==> src/rtl/zeroskip_ctrl_if.sv <==
`default_nettype none
// ============================================================================
//  Module      : zeroskip_ctrl_if
//  Description : Bundle of configuration, input-stream, output-stream and
//                status signals for the zero-skip activation compactor
//                sequencer.
//                master modport : frame/layer controller + fetch + MAC side
//                slave modport  : zeroskip_ctrl
//  Ports       : cfg_start/cfg_mode/cfg_frame_len   frame configuration
//                in_valid/in_ready/in_znz/in_act    input group stream
//                out_valid/out_ready/out_act/
//                out_mask/out_nz_cnt/out_last       compacted output stream
//                busy/done/err_sticky/err_cnt       frame status
//  Revision    : 1.0  initial release
// ============================================================================
interface zeroskip_ctrl_if #(
    parameter int GROUP_SIZE   = 32,
    parameter int GROUP_NZ_MAX = 16,
    parameter int DATA_W       = 8,
    parameter int FLEN_W       = 16
);
    localparam int NZ_CNT_W = $clog2(GROUP_NZ_MAX) + 1;

    // configuration
    logic                             cfg_start;
    logic                             cfg_mode;
    logic [FLEN_W-1:0]                cfg_frame_len;

    // input group stream
    logic                             in_valid;
    logic                             in_ready;
    logic [GROUP_SIZE-1:0]            in_znz;
    logic [GROUP_SIZE*DATA_W-1:0]     in_act;

    // compacted output stream
    logic                             out_valid;
    logic                             out_ready;
    logic [GROUP_NZ_MAX*DATA_W-1:0]   out_act;
    logic [GROUP_SIZE-1:0]            out_mask;
    logic [NZ_CNT_W-1:0]              out_nz_cnt;
    logic                             out_last;

    // status
    logic                             busy;
    logic                             done;
    logic                             err_sticky;
    logic [FLEN_W-1:0]                err_cnt;

    modport master (
        output cfg_start, cfg_mode, cfg_frame_len,
        output in_valid, in_znz, in_act,
        input  in_ready,
        input  out_valid, out_act, out_mask, out_nz_cnt, out_last,
        output out_ready,
        input  busy, done, err_sticky, err_cnt
    );

    modport slave (
        input  cfg_start, cfg_mode, cfg_frame_len,
        input  in_valid, in_znz, in_act,
        output in_ready,
        output out_valid, out_act, out_mask, out_nz_cnt, out_last,
        input  out_ready,
        output busy, done, err_sticky, err_cnt
    );
endinterface
`default_nettype wire

==> src/rtl/zeroskip_ctrl.sv <==
`default_nettype none
// ============================================================================
//  Module      : zeroskip_ctrl
//  Description : Frame-level sequencer and sparsity-rate checker. Accepts a
//                configured number of activation groups, compacts each group
//                into a dense vector of at most 'limit' non-zero lanes
//                (8:32 or 16:32 mode) and presents it through a one-deep
//                registered output stage with backpressure. Reports frame
//                completion and sparsity-limit violations.
//  Ports       : clk   clock, all state on rising edge
//                rst   asynchronous active-high reset
//                bus   zeroskip_ctrl_if.slave (config, in/out streams, status)
//  Revision    : 1.0  initial release
// ============================================================================
module zeroskip_ctrl #(
    parameter int GROUP_SIZE   = 32,
    parameter int GROUP_NZ_MAX = 16,
    parameter int DATA_W       = 8,
    parameter int FLEN_W       = 16
) (
    input  logic                 clk,
    input  logic                 rst,
    zeroskip_ctrl_if.slave       bus
);

    localparam int NZ_CNT_W   = $clog2(GROUP_NZ_MAX) + 1;
    localparam int POP_W      = $clog2(GROUP_SIZE) + 1;
    localparam int LANE_IDX_W = $clog2(GROUP_NZ_MAX);

    localparam logic [POP_W-1:0]  C_LIMIT_FULL = POP_W'(GROUP_NZ_MAX);
    localparam logic [POP_W-1:0]  C_LIMIT_HALF = POP_W'(GROUP_NZ_MAX / 2);
    localparam logic [FLEN_W-1:0] C_ERR_MAX    = {FLEN_W{1'b1}};

    typedef enum logic [1:0] {
        ST_IDLE  = 2'd0,
        ST_RUN   = 2'd1,
        ST_DRAIN = 2'd2
    } state_t;

    // ------------------------------------------------------------------------
    // State
    // ------------------------------------------------------------------------
    state_t                          state_q,      state_d;
    logic                            mode_q,       mode_d;
    logic [FLEN_W-1:0]               len_q,        len_d;
    logic [FLEN_W-1:0]               grp_cnt_q,    grp_cnt_d;
    logic                            out_valid_q,  out_valid_d;
    logic [GROUP_NZ_MAX*DATA_W-1:0]  out_act_q,    out_act_d;
    logic [GROUP_SIZE-1:0]           out_mask_q,   out_mask_d;
    logic [NZ_CNT_W-1:0]             out_nz_cnt_q, out_nz_cnt_d;
    logic                            out_last_q,   out_last_d;
    logic                            done_q,       done_d;
    logic                            err_sticky_q, err_sticky_d;
    logic [FLEN_W-1:0]               err_cnt_q,    err_cnt_d;

    // ------------------------------------------------------------------------
    // Compaction datapath
    // ------------------------------------------------------------------------
    logic [POP_W-1:0]                w_limit;
    logic [POP_W-1:0]                w_popcnt;
    logic [POP_W-1:0]                w_kept;
    logic [DATA_W-1:0]               w_lane [GROUP_NZ_MAX];
    logic [GROUP_SIZE-1:0]           w_mask;
    logic [GROUP_NZ_MAX*DATA_W-1:0]  w_act;
    logic                            w_violation;

    // Priority walk from lane 0 upward: every flagged lane counts towards the
    // popcount, but only the first 'limit' of them claim an output slot.
    // w_kept never exceeds the limit, so its low bits always address a valid
    // output lane while a slot is still free.
    always_comb begin
        w_limit  = mode_q ? C_LIMIT_FULL : C_LIMIT_HALF;
        w_popcnt = '0;
        w_kept   = '0;
        w_mask   = '0;
        for (int o = 0; o < GROUP_NZ_MAX; o++) begin
            w_lane[o] = '0;
        end
        for (int i = 0; i < GROUP_SIZE; i++) begin
            if (bus.in_znz[i]) begin
                w_popcnt = w_popcnt + POP_W'(1);
                if (w_kept < w_limit) begin
                    w_lane[w_kept[LANE_IDX_W-1:0]] = bus.in_act[i*DATA_W +: DATA_W];
                    w_mask[i] = 1'b1;
                    w_kept    = w_kept + POP_W'(1);
                end
            end
        end
        w_violation = (w_popcnt > w_limit);
    end

    generate
        for (genvar g = 0; g < GROUP_NZ_MAX; g++) begin : g_pack
            assign w_act[g*DATA_W +: DATA_W] = w_lane[g];
        end
    endgenerate

    // ------------------------------------------------------------------------
    // Handshakes
    // ------------------------------------------------------------------------
    logic w_in_ready;
    logic w_accept;
    logic w_out_hs;
    logic w_last_grp;

    // The output register can take a new group when empty or when its current
    // content leaves this cycle, giving one group per cycle throughput.
    assign w_in_ready = (state_q == ST_RUN) && (!out_valid_q || bus.out_ready);
    assign w_accept   = bus.in_valid && w_in_ready;
    assign w_out_hs   = out_valid_q && bus.out_ready;
    // Compare against len-1 rather than incrementing first, so a maximum
    // frame length never needs grp_cnt to reach 2^FLEN_W.
    assign w_last_grp = (grp_cnt_q == (len_q - FLEN_W'(1)));

    // ------------------------------------------------------------------------
    // Next-state and output-register logic
    // ------------------------------------------------------------------------
    always_comb begin
        state_d      = state_q;
        mode_d       = mode_q;
        len_d        = len_q;
        grp_cnt_d    = grp_cnt_q;
        out_valid_d  = out_valid_q;
        out_act_d    = out_act_q;
        out_mask_d   = out_mask_q;
        out_nz_cnt_d = out_nz_cnt_q;
        out_last_d   = out_last_q;
        done_d       = 1'b0;
        err_sticky_d = err_sticky_q;
        err_cnt_d    = err_cnt_q;

        case (state_q)
            ST_IDLE: begin
                if (bus.cfg_start) begin
                    mode_d       = bus.cfg_mode;
                    len_d        = bus.cfg_frame_len;
                    grp_cnt_d    = '0;
                    err_sticky_d = 1'b0;
                    err_cnt_d    = '0;
                    if (bus.cfg_frame_len == '0) begin
                        done_d = 1'b1;
                    end else begin
                        state_d = ST_RUN;
                    end
                end
            end
            ST_RUN: begin
                if (w_accept) begin
                    grp_cnt_d = grp_cnt_q + FLEN_W'(1);
                    if (w_last_grp) begin
                        state_d = ST_DRAIN;
                    end
                end
            end
            ST_DRAIN: begin
                // No accepts here, so the register holds the last beat.
                if (w_out_hs && out_last_q) begin
                    state_d = ST_IDLE;
                    done_d  = 1'b1;
                end
            end
            default: begin
                state_d = ST_IDLE;
            end
        endcase

        // Accepts only happen in RUN, so this never collides with the
        // error clear performed on a start in IDLE.
        if (w_accept) begin
            out_valid_d  = 1'b1;
            out_act_d    = w_act;
            out_mask_d   = w_mask;
            out_nz_cnt_d = NZ_CNT_W'(w_kept);
            out_last_d   = w_last_grp;
            if (w_violation) begin
                err_sticky_d = 1'b1;
                if (err_cnt_q != C_ERR_MAX) begin
                    err_cnt_d = err_cnt_q + FLEN_W'(1);
                end
            end
        end else if (w_out_hs) begin
            out_valid_d = 1'b0;
        end
    end

    // ------------------------------------------------------------------------
    // Registers
    // ------------------------------------------------------------------------
    always_ff @(posedge clk or posedge rst) begin
        if (rst) begin
            state_q      <= ST_IDLE;
            mode_q       <= 1'b0;
            len_q        <= '0;
            grp_cnt_q    <= '0;
            out_valid_q  <= 1'b0;
            out_act_q    <= '0;
            out_mask_q   <= '0;
            out_nz_cnt_q <= '0;
            out_last_q   <= 1'b0;
            done_q       <= 1'b0;
            err_sticky_q <= 1'b0;
            err_cnt_q    <= '0;
        end else begin
            state_q      <= state_d;
            mode_q       <= mode_d;
            len_q        <= len_d;
            grp_cnt_q    <= grp_cnt_d;
            out_valid_q  <= out_valid_d;
            out_act_q    <= out_act_d;
            out_mask_q   <= out_mask_d;
            out_nz_cnt_q <= out_nz_cnt_d;
            out_last_q   <= out_last_d;
            done_q       <= done_d;
            err_sticky_q <= err_sticky_d;
            err_cnt_q    <= err_cnt_d;
        end
    end

    // ------------------------------------------------------------------------
    // Outputs
    // ------------------------------------------------------------------------
    assign bus.in_ready   = w_in_ready;
    assign bus.out_valid  = out_valid_q;
    assign bus.out_act    = out_act_q;
    assign bus.out_mask   = out_mask_q;
    assign bus.out_nz_cnt = out_nz_cnt_q;
    assign bus.out_last   = out_last_q;
    assign bus.busy       = (state_q != ST_IDLE);
    assign bus.done       = done_q;
    assign bus.err_sticky = err_sticky_q;
    assign bus.err_cnt    = err_cnt_q;

endmodule
`default_nettype wire
==> src/flat_wrapper.sv <==
// flat-port wrapper written by rule: the top's interface ports become plain ports
module zeroskip_ctrl_flat 
#(
    parameter int GROUP_SIZE   = 32,
    parameter int GROUP_NZ_MAX = 16,
    parameter int DATA_W       = 8,
    parameter int FLEN_W       = 16
)
  (clk, rst, bus_cfg_start, bus_cfg_mode, bus_cfg_frame_len, bus_in_valid, bus_in_znz, bus_in_act, bus_in_ready, bus_out_valid, bus_out_act, bus_out_mask, bus_out_nz_cnt, bus_out_last, bus_out_ready, bus_busy, bus_done, bus_err_sticky, bus_err_cnt);
  zeroskip_ctrl_if #(.GROUP_SIZE(GROUP_SIZE), .GROUP_NZ_MAX(GROUP_NZ_MAX), .DATA_W(DATA_W), .FLEN_W(FLEN_W)) bus_i ();
  input  logic clk;
  input  logic rst;
  input wire logic [$bits(bus_i.cfg_start)-1:0] bus_cfg_start;
  input wire logic [$bits(bus_i.cfg_mode)-1:0] bus_cfg_mode;
  input wire logic [$bits(bus_i.cfg_frame_len)-1:0] bus_cfg_frame_len;
  input wire logic [$bits(bus_i.in_valid)-1:0] bus_in_valid;
  input wire logic [$bits(bus_i.in_znz)-1:0] bus_in_znz;
  input wire logic [$bits(bus_i.in_act)-1:0] bus_in_act;
  output wire logic [$bits(bus_i.in_ready)-1:0] bus_in_ready;
  output wire logic [$bits(bus_i.out_valid)-1:0] bus_out_valid;
  output wire logic [$bits(bus_i.out_act)-1:0] bus_out_act;
  output wire logic [$bits(bus_i.out_mask)-1:0] bus_out_mask;
  output wire logic [$bits(bus_i.out_nz_cnt)-1:0] bus_out_nz_cnt;
  output wire logic [$bits(bus_i.out_last)-1:0] bus_out_last;
  input wire logic [$bits(bus_i.out_ready)-1:0] bus_out_ready;
  output wire logic [$bits(bus_i.busy)-1:0] bus_busy;
  output wire logic [$bits(bus_i.done)-1:0] bus_done;
  output wire logic [$bits(bus_i.err_sticky)-1:0] bus_err_sticky;
  output wire logic [$bits(bus_i.err_cnt)-1:0] bus_err_cnt;
  assign bus_i.cfg_start = bus_cfg_start;
  assign bus_i.cfg_mode = bus_cfg_mode;
  assign bus_i.cfg_frame_len = bus_cfg_frame_len;
  assign bus_i.in_valid = bus_in_valid;
  assign bus_i.in_znz = bus_in_znz;
  assign bus_i.in_act = bus_in_act;
  assign bus_in_ready = bus_i.in_ready;
  assign bus_out_valid = bus_i.out_valid;
  assign bus_out_act = bus_i.out_act;
  assign bus_out_mask = bus_i.out_mask;
  assign bus_out_nz_cnt = bus_i.out_nz_cnt;
  assign bus_out_last = bus_i.out_last;
  assign bus_i.out_ready = bus_out_ready;
  assign bus_busy = bus_i.busy;
  assign bus_done = bus_i.done;
  assign bus_err_sticky = bus_i.err_sticky;
  assign bus_err_cnt = bus_i.err_cnt;
  zeroskip_ctrl #(.GROUP_SIZE(GROUP_SIZE), .GROUP_NZ_MAX(GROUP_NZ_MAX), .DATA_W(DATA_W), .FLEN_W(FLEN_W)) u_core (.clk(clk), .rst(rst), .bus(bus_i));
endmodule
==> config.mk <==
export PLATFORM = sky130hd
export DESIGN_NAME = zeroskip_ctrl_flat
export DESIGN_NICKNAME = d
export VERILOG_FILES = /design/src/rtl/zeroskip_ctrl_if.sv /design/src/rtl/zeroskip_ctrl.sv /design/src/flat_wrapper.sv
export SDC_FILE = /design/constraint.sdc
export NUM_CORES = 2
export LEC_CHECK = 0
export CORE_MARGIN = 1.5
export CORE_UTILIZATION = 35
export CTS_BUF_LIST = sky130_fd_sc_hd__clkbuf_8
export CTS_CLUSTER_DIAMETER = 120
export DETAILED_ROUTE_END_ITERATION = 10
export GPL_ROUTABILITY_DRIVEN = 0
export PLACE_DENSITY_LB_ADDON = 0.15
export SYNTH_ARGS = -nofsm -noshare
export SYNTH_HDL_FRONTEND = slang
export SYNTH_SLANG_ARGS = --single-unit
export TNS_END_PERCENT = 1
==> constraint.sdc <==
create_clock -name clk -period 46.4 [get_ports clk]
set_input_delay 4.64 -clock clk [delete_from_list [all_inputs] [get_ports clk]]
set_output_delay 4.64 -clock clk [all_outputs]
set_load 0.05 [all_outputs]
==> results.toml <==
[status]
status = "finished with violations"
violations = "capacitance limit, slew limit"

[synthesis]
synth_most_common_cell = "nand2_1"
ys_warn_count = 0
syn_area_sq_um = 60500
syn-num-nets = 9580
synthTopCellsByArea = "mux2i_1 15%, mux2_2 11%, dfrtp_1 9.1%"
async_flop_share = 1.00
yosysTopAreaCell = "mux2i_1"
ys.flop_type = "dfrtp_1"
synthCells = 9093
synth_edf_count = 0
ys_types = 129
syn_avg_cell_area_sq_um = 6.65
synth_top_area_share = 0.151
yosys_register_bits = 220
synthTopCellsByCount = "1384 x nand2_1, 1045 x nor2_1, 912 x mux2i_1"
yosysSeqAreaShare = 0.0910

[timing]
slew_headroom = -0.00906
setup_viol = 0
finalHoldViolCount = 0
fmax_ghz = 0.0228
fin_crit_sh = 0.945
finalMaxSlewViolations = 3
hold_slack_ns = 0.478
skew_ns = 0.117
tightest_slew_ns = 1.51
fin_crit_ns = 43.85

[critical_path]
crit_path_top_delay_cell = "or4b_4"
crit_top_cell = "ha_1"
critPathCaptureType = "flip-flop"
critPathKind = "primary input to flip-flop"
max_stage_delay_ns = 0.64
startpoint_type = "primary input"
arrival_ns = 44.42
crit_fanout = 17
crit_required_ns = 46.98

[cts]
clkLatencyLatePin_ns = 0.80
numCtsBuffers = 47
cts-root-buf = "clkbuf_8"
cts_max_path_buffers = 3
cts_tree = "yes"
cts.sinks = 220
cts.clk_slew.worst_paths_ns = 0.06
cts_max_level = 2

[route]
drc = 0
antenna_left = 0
vias = 70881
detail_route.wl_per_cell_um = 27.5
wl_mm = 315
dr.first_iter.drc_count = 9884
dr.pass1.iters = 10
avgViaCountPerCell = 6.20

[job]
drv_cap = 1

[die]
die_h_um = 419
core_sq_um = 172000
die_x_um = 419
start_util = 0.353
rows = 152
pin_count = 497
die-area_sq_um = 175000

[finish]
area_growth_pct = 13.3
final_cells = 11439
multi_input_area_sq_um = 51700
regArea_sq_um = 5510
drive_gt1_frac = 0.122
fin_nets = 9573
fillCellCount = 18107

[placed_design]
port_buffers = 496
place_inst = 11330
place_hpwl_mm = 250

[global_routing]
grt_pass1_vias = 64219
globalRouteOverflowTotal = 0
grtUsageTotal = 0.340
antenna_found_initial = 17
grt_max_degree = 121
grt_pass1_wl_mm = 450

[min_path]
hold_class = "flip-flop to flip-flop"
state kept, by name, summed over array words and instances (netlist names), 2 cells and up:
name and flops:
u_core.bus.out_act 128, u_core.bus.err_cnt 16, u_core.state_q 2, u_core.bus.out_nz_cnt 5, u_core.grp_cnt_q 16, u_core.bus.out_mask 32, u_core.len_q 16
per-stage QoR:
stage               worst slack (ns)  setup TNS, ns  instance area [sq um]  utilization
floorplan                     0.0449              0                  60600            -
global placement              -0.190          -3.78                  67200        0.392
detailed placement             -1.82        -168.30                  67200        0.392
CTS                            0.250              0                  68200        0.398
global route                  -0.168          -3.77                  68500        0.400
finish                          2.55              0                  68500        0.400
metal layers:
layer	wire (um)	GRT usage	share of wire	vias up
li1	-	-	-	32790
met1	139000	0.479	0.44	32737
met2	128000	0.498	0.41	4593
met3	33800	0.0709	0.11	745
met4	14100	0.136	0.045	16
met5	103	0	0.00033	-
final timing paths:
kind	start	endpoint	slack [ns]	cells after the start
max in group asynchronous	rst	u_core.bus.out_act[49]$_DFFE_PP0P_	40.43	3
min	u_core.bus.out_mask[25]$_DFFE_PP0P_	u_core.bus.out_mask[25]$_DFFE_PP0P_	0.48	2
min in group asynchronous	rst	u_core.bus.out_act[30]$_DFFE_PP0P_	4.48	2
max reg2reg	u_core.mode_q$_DFFE_PP0P_	u_core.bus.out_act[127]$_DFFE_PP0P_	7.05	179
min reg2reg	u_core.bus.out_mask[25]$_DFFE_PP0P_	u_core.bus.out_mask[25]$_DFFE_PP0P_	0.48	2
max	bus_in_znz[0]	u_core.bus.out_act[127]$_DFFE_PP0P_	2.55	187
worst max-delay path, delay by kind of cell:
kind | cells | cell delay [ns]
and+or+nand+nor | 73 | 15.07
AOI/OAI and AO/OA | 42 | 9.07
adders and majority gates | 30 | 7.75
xor gates and xnor gates | 21 | 4.64
buffers and inverters | 18 | 2.44
muxes | 3 | 0.76
cell families after synthesis:
logic type / Yosys count / synth area share
mux: 1517 / 0.264
simple gates: 3288 / 0.237
buf+inv: 954 / 0.0605
fa+ha+maj: 180 / 0.0372
flops: 220 / 0.0910
xor+xnor: 267 / 0.0444
compound gates: 2667 / 0.266
cells in the final DEF (no fill, tap or decap), types with 17 or more instances in the layout:
master	count
and2_1	43
o21ai_0	797
or2_2	21
nand3_1	323
xor2_1	78
nand2_1	1381
o21ai_1	123
mux2i_1	912
ha_1	176
a21oi_1	857
clkdlybuf4s50_1	496
nand2b_1	30
a31oi_1	89
buf_4	255
inv_1	146
a211oi_1	248
nor2_1	1041
and3_1	55
o31ai_1	21
or3_1	17
dfrtp_1	219
o21a_1	21
a22oi_1	28
xnor2_1	149
clkbuf_8	62
nand4_1	67
o311ai_0	22
mux2_2	601
nor2b_1	34
o211ai_1	206
nor4_1	22
nor3_1	126
timing repair:
action / 4_1_cts / 5_1_grt
hold buffers: 0 / 0
endpoints found under the setup margin: 134 / 135
buffers inserted: 1 / 15
cloned: 0 / 0
pin swaps: 1 / 8
gates resized for setup: 5 / 32
final cells by class:
| cell class | count | share of cell area |
|---|---|---|
| Multi-Input combinational cell | 7919 | 0.754 |
| Timing Repair Buffer | 752 | 0.100 |
| Sequential cell | 220 | 0.0804 |
| Tap cell | 2310 | 0.0422 |
| Clock buffer | 62 | 0.0124 |
| Inverter | 146 | 0.00812 |
| Clock inverter | 21 | 0.00246 |
| Antenna cell | 9 | 0.000329 |
Power is not shown: default switching activity piles up to over one toggle a cycle in this logic, so the estimate is an artifact.
